--- src/rtl/fc_argmax_classifier.sv ---
// fc_argmax_classifier: final LeNet stage. Captures a vector of signed class scores over a
// valid/ready handshake, scans it one comparison per cycle and holds the winning class index
// and score until the consumer accepts them.
//
// Ports:
//   clk          rising-edge clock
//   rst_n        asynchronous active-low reset
//   in_valid     score vector on scores is valid
//   in_ready     block can accept a vector (IDLE only)
//   scores       unpacked array of NUM_CLASSES signed scores
//   out_valid    result valid, held until out_ready
//   out_ready    consumer accepts the result
//   class_idx    index of the maximum score (lowest index on ties)
//   class_score  value of the maximum score
//   class_margin best minus second-best score (only with ARGMAX_MARGIN_EN defined)
//
// Optional feature: define ARGMAX_MARGIN_EN to add second-best tracking and class_margin.

module fc_argmax_classifier #(
  parameter int unsigned bitwidth    = 32,
  parameter int unsigned NUM_CLASSES = 10,
  parameter int unsigned IDXW        = $clog2(NUM_CLASSES)
) (
  input  logic                       clk,
  input  logic                       rst_n,
  input  logic                       in_valid,
  output logic                       in_ready,
  input  logic signed [bitwidth-1:0] scores [NUM_CLASSES],
  output logic                       out_valid,
  input  logic                       out_ready,
  output logic [IDXW-1:0]            class_idx,
  output logic signed [bitwidth-1:0] class_score
`ifdef ARGMAX_MARGIN_EN
  ,
  output logic signed [bitwidth:0]   class_margin
`endif
);

  typedef enum logic [1:0] {StIdle, StScan, StDone} state_e;

  localparam logic [IDXW-1:0] LastIdx = IDXW'(NUM_CLASSES - 1);

  state_e                     state_q;
  logic signed [bitwidth-1:0] buf_q [NUM_CLASSES];
  logic [IDXW-1:0]            idx_q;
  logic [IDXW-1:0]            best_idx_q, best_idx_d;
  logic signed [bitwidth-1:0] best_val_q, best_val_d;
  logic signed [bitwidth-1:0] cand;
  logic                       cand_gt_best;
  logic                       in_ready_q;
  logic                       out_valid_q;
  logic [IDXW-1:0]            class_idx_q;
  logic signed [bitwidth-1:0] class_score_q;

  // Strictly-greater replacement keeps the lowest index on ties.
  always_comb begin
    cand         = buf_q[idx_q];
    cand_gt_best = cand > best_val_q;
    best_val_d   = cand_gt_best ? cand : best_val_q;
    best_idx_d   = cand_gt_best ? idx_q : best_idx_q;
  end

`ifdef ARGMAX_MARGIN_EN
  // Second-best starts at the most negative value so index 1 always seeds it.
  localparam logic signed [bitwidth-1:0] MinVal = {1'b1, {(bitwidth - 1){1'b0}}};

  logic signed [bitwidth-1:0] second_q, second_d;
  logic signed [bitwidth:0]   margin_d;
  logic signed [bitwidth:0]   class_margin_q;

  always_comb begin
    if (cand_gt_best) begin
      second_d = best_val_q;
    end else if (cand > second_q) begin
      second_d = cand;
    end else begin
      second_d = second_q;
    end
    // One extra bit so best - second never overflows.
    margin_d = {best_val_d[bitwidth-1], best_val_d} - {second_d[bitwidth-1], second_d};
  end

  assign class_margin = class_margin_q;
`endif

  always_ff @(posedge clk or negedge rst_n) begin
    if (!rst_n) begin
      state_q       <= StIdle;
      in_ready_q    <= 1'b1;
      out_valid_q   <= 1'b0;
      class_idx_q   <= '0;
      class_score_q <= '0;
      idx_q         <= '0;
      best_idx_q    <= '0;
      best_val_q    <= '0;
      for (int unsigned i = 0; i < NUM_CLASSES; i++) begin
        buf_q[i] <= '0;
      end
`ifdef ARGMAX_MARGIN_EN
      second_q       <= '0;
      class_margin_q <= '0;
`endif
    end else begin
      unique case (state_q)
        StIdle: begin
          if (in_valid && in_ready_q) begin
            for (int unsigned i = 0; i < NUM_CLASSES; i++) begin
              buf_q[i] <= scores[i];
            end
            best_val_q <= scores[0];
            best_idx_q <= '0;
            idx_q      <= IDXW'(1);
            in_ready_q <= 1'b0;
`ifdef ARGMAX_MARGIN_EN
            second_q   <= MinVal;
`endif
            state_q    <= StScan;
          end
        end
        StScan: begin
          best_val_q <= best_val_d;
          best_idx_q <= best_idx_d;
`ifdef ARGMAX_MARGIN_EN
          second_q   <= second_d;
`endif
          if (idx_q == LastIdx) begin
            idx_q         <= '0;
            out_valid_q   <= 1'b1;
            class_idx_q   <= best_idx_d;
            class_score_q <= best_val_d;
`ifdef ARGMAX_MARGIN_EN
            class_margin_q <= margin_d;
`endif
            state_q       <= StDone;
          end else begin
            idx_q <= idx_q + IDXW'(1);
          end
        end
        StDone: begin
          // in_ready rises with the return to IDLE, one cycle after the output handshake.
          if (out_ready) begin
            out_valid_q <= 1'b0;
            in_ready_q  <= 1'b1;
            state_q     <= StIdle;
          end
        end
        default: begin
          state_q <= StIdle;
        end
      endcase
    end
  end

  assign in_ready    = in_ready_q;
  assign out_valid   = out_valid_q;
  assign class_idx   = class_idx_q;
  assign class_score = class_score_q;

endmodule

--- config.mk ---
export PLATFORM = sky130hd
export DESIGN_NAME = fc_argmax_classifier
export DESIGN_NICKNAME = d
export VERILOG_FILES = /design/src/rtl/fc_argmax_classifier.sv
export SDC_FILE = /design/constraint.sdc
export NUM_CORES = 1
export LEC_CHECK = 0
export ABC_AREA = 0
export CAP_MARGIN = 40
export CORE_ASPECT_RATIO = 1.5
export CORE_MARGIN = 1.5
export CORE_UTILIZATION = 52
export DETAILED_ROUTE_END_ITERATION = 7
export GPL_TIMING_DRIVEN = 0
export HOLD_SLACK_MARGIN = 0.15
export PLACE_DENSITY = 0.86
export SYNTH_ARGS = -nofsm -noshare
export SYNTH_HDL_FRONTEND = slang
export SYNTH_SLANG_ARGS = --single-unit
--- constraint.sdc ---
create_clock -name clk -period 5.32 [get_ports clk]
set_input_delay 1.064 -clock clk [delete_from_list [all_inputs] [get_ports clk]]
set_output_delay 1.064 -clock clk [all_outputs]
set_load 0.005 [all_outputs]
==> results.txt <==
status -> finished clean
IO Port Bufs -> 361
critical path start-end classification -> reg2reg
Core Region -> 35,210 µm²
startpoint of the tightest hold check path -> buf_q[207]
buffers plus inverters on the worst setup path -> 5
reg2reg start -> idx_q[3]
sum of negative setup slack -> 0 ns
required time of the critical path -> 5.75 ns
worst flop-to-flop path endpoint -> best_val_q[21]
number of failing hold endpoints at the final stage -> 0
Die Y -> 234.7 µm
Final period util -> 95.22%
worst reg-to-reg setup slack -> 0.25 ns
maximum number of pins on one net before global-route repair -> 127
global-route wire length before repair -> 97.62 mm
total power density per cell area -> 473.7 nW/µm²
P&R area growth vs syn -> 30.60%
maximum fanout count along the critical path -> 10
iteration count of the initial detailed-routing pass -> 5
number of global-route vias before repair -> 17.57k
largest cells by area after synthesis -> dfrtp_1 54%, nand2_1 19%, mux4_2 7.7%
Detail Route Antenna Nets -> 0
slew at the pin closest to its max-slew limit -> 0.9069 ns
Top Family by Delay on Critical Path -> compound AO/OA/AOI/OAI gates
clock slew at the register clock pins of the worst setup and hold paths -> 0.07 ns
largest clock skew in the final design -> 0.02262 ns
GRT overflow -> 0
synthesized-area fraction occupied by ao, oa, aoi and oai cells -> 8.348%
setup fix buffers added after clock tree synthesis -> 0
mean cell area of the mapped netlist -> 9.487 µm²
element type at the critical path end -> flip-flop
count of distinct cell types in the synthesized netlist -> 40
combined area of all synthesized cells -> 18,610 µm²
Finish-stage setup viols -> 0
global-route track usage on met1 -> 41.81%
placed instance area -> 22,990 µm²
tightest hold margin -> 0.4680 ns
share of post-route cells with drive strength above 1 -> 8.399%
fill cell instance count of the final layout -> 2,640
proportion of synthesized area in mux cells -> 9.948%
largest voltage drop on the vdd net -> 0.3495 mV
half-perimeter wire length after detailed placement -> 49.22 mm
root cell of the clock tree -> clkbuf_16
Synth Area in Simple Gates -> 22.11%
post-DR vias/cell -> 5.734
effective utilization at floorplan -> 52.87%
sequential cell area fraction in the yosys report -> 53.78%
RD Place Congestion -> 0.9523
final slew viol count -> 0
endpoint arrival time on the critical path -> 5.49 ns
Post-Synthesis Net Count -> 2,320
Yosys top cell by area -> dfrtp_1
global routing usage on met3 -> 4.832%
initial antenna violation count -> 1
aggregate global-route resource usage -> 35.43%
Max-Slew Margin vs Limit -> 39.54%
vias -> 16.51k
Routed wire per std cell -> 22.12 µm
critical path capture point -> best_val_q[21]
NumNets Final -> 2,732
TritonCTS clock tree -> built
worst-case clock buffer depth -> 3
achievable frequency -> 197.4 MHz
number of cell rows -> 84
met2 demand-to-capacity share in global routing -> 59.63%
synthesized instance count -> 1,962
final cell area excluding filler cells -> 24,310 µm²
Synth Register Bits -> 400
die width -> 157.5 µm
cell chain of the critical path -> inv_1 > clkbuf_1 > clkbuf_1 > a221oi_1 > a21oi_1 > ha_1 > a21oi_1 > o21ai_0 > a221oi_1 > o2bb2ai_1 > or4_1 > clkbuf_1 > a21oi_4 > nor2_1 > buf_2 > a221o_1
leakage power -> 11.91 nW
WL final -> 63.67 mm
layer with the highest usage after global routing -> met2
cell depth of the worst flop-to-flop path -> 16
number of design rule violations left after detail routing -> 0
number of sinks on the clock net -> 400
minimum clock period -> 5.066 ns
number of H-tree levels -> 2
iteration-0 DRC count of the detailed router -> 1,437
number of buffers inserted during clock tree synthesis -> 39
total of hold buffers inserted after clock tree synthesis -> 0
cell occurring most often along the worst timing path -> clkbuf_1
Skew-Pair Late Insertion Delay -> 0.56 ns
type of element launching the critical path -> flip-flop
Hold Crit Class -> reg2reg
total power of the final layout -> 11.52 mW
adder-cell area share of the yosys netlist -> 2.285%
critical path's largest stage delay -> 0.60 ns
crit path from -> idx_q[3]
Reg area -> 10,010 µm²
share of the synthesized area in the top cell type -> 53.64%
slowest cell on the critical path -> clkbuf_1
Worst path depth -> 16
Yosys warnings -> 0
post-synthesis xor/xnor area fraction -> 0%
combinational family with the most area after synthesis -> simple AND/OR/NAND/NOR gates
top-level I/O count -> 362
DIE AREA -> 36,960 µm²
area used by multi-input combinational logic -> 7954 µm²
total of max-cap violations -> 0
==> final cells by class <==
type / count / area share [%]
Antenna cell: 1 / 0.01029
Buffer: 132 / 2.172
Clock buffer: 58 / 4.848
Clock inverter: 14 / 0.4992
Inverter: 37 / 0.5713
Multi-Input combinational cell: 1392 / 32.72
Sequential cell: 400 / 41.18
Tap cell: 473 / 2.434
Timing Repair Buffer: 372 / 15.57
==> synthesized netlist by cell type, drive strengths merged <==
cell / count
nor3: 2
and4: 1
o211ai: 1
nand2b: 1
a31o: 1
or2: 1
a221oi: 33
nand2: 957
mux2i: 5
o21ai: 17
a21boi: 1
nor4: 1
nand4b: 1
nand3: 35
inv: 37
o311ai: 29
o31a: 1
clkbuf: 118
a21o: 34
a21oi: 52
or3: 1
o2bb2ai: 1
or4: 1
nor2: 11
ha: 34
buf: 15
nor2b: 1
mux4: 64
and2: 31
nand4: 6
mux2: 32
dfrtp: 399
o31ai: 3
nor3b: 1
dfstp: 1
a221o: 33
==> how the worst min path moves through the flow <==
stage	cells after the start	slack, ns	end
final	2	0.47	buf_q[207]
after global routing	2	0.49	buf_q[215]
after CTS	2	0.47	buf_q[207]
after detailed placement	2	0.46	buf_q[11]
after global placement	2	0.45	class_idx[3]
after floorplan	2	0.44	buf_q[0]
==> where the power goes <==
group / switching (mW) / internal, mW / total (mW)
logic: 2.69 / 1.99 / 4.68
registers: 0.371 / 3.63 / 4.00
clock network: 1.24 / 1.60 / 2.83
==> worst min-delay path: stages (launching register included) <==
cell and delay (ns):
dfrtp_1 0.34, nand2_1 0.05, nand2_1 0.05
==> cell families (layout without fill, tap and decap cells) <==
group                      Yosys count  in the layout
and+or+nand+nor                   1051           1051
other                                0              1
buffers and inverters              170            613
AOI/OAI and AO/OA                  206            206
DFF                                400            400
adders and majority gates           34             34
muxes                              101            101
==> layout by cell type (no fill, tap or decap), types with 2 or more instances in the layout <==
master           instances
nor3_1                   2
a221o_1                 33
clkbuf_2                 7
clkdlybuf4s50_1        360
nand3_1                 35
o311ai_0                29
mux4_2                  64
mux2_2                  32
buf_2                   14
clkbuf_1               116
a21o_1                  34
nor2_1                  11
clkbuf_16               40
nand2_1                956
inv_1                   37
clkbuf_8                11
buf_6                    7
o31ai_1                  2
a21oi_1                 51
buf_16                   3
mux2i_1                  5
a221oi_1                33
and2_1                  31
dfrtp_1                399
o21ai_0                 17
nand4_1                  6
ha_1                    34
clkinvlp_4               3
clkinv_2                 7
inv_6                    2
==> through the flow <==
stage,util (%),std cells,setup slack (ns)
detailed placement,65.30,2807,-0.1323
global route,69.05,2879,-0.006140
finish,69.05,2879,0.2540
CTS,69.00,2879,0.01998
floorplan,-,1962,0.9359
global placement,64.81,2796,-13.50
==> what timing repair did <==
action,CTS,global route
setup endpoints to repair,48,69
gates resized for setup,2,18
hold endpoints to repair,0,0
==> registers in the layout, indices dropped and copies added, names as in the netlist <==
name         flops
in_ready         1
out_valid        1
class_score     32
idx_q            4
class_idx        4
best_idx_q       4
state_q          2
buf_q          320
best_val_q      32
==> per-layer routing <==
metal	share of wire, %	wire length (µm)	vias up
met4	7.8	4953	0
met3	7.1	4492	222
li1	-	-	7361
met2	50	31780	851
met1	35	22440	8074
met5	0	0	-
(Power assumes the default switching activity.)
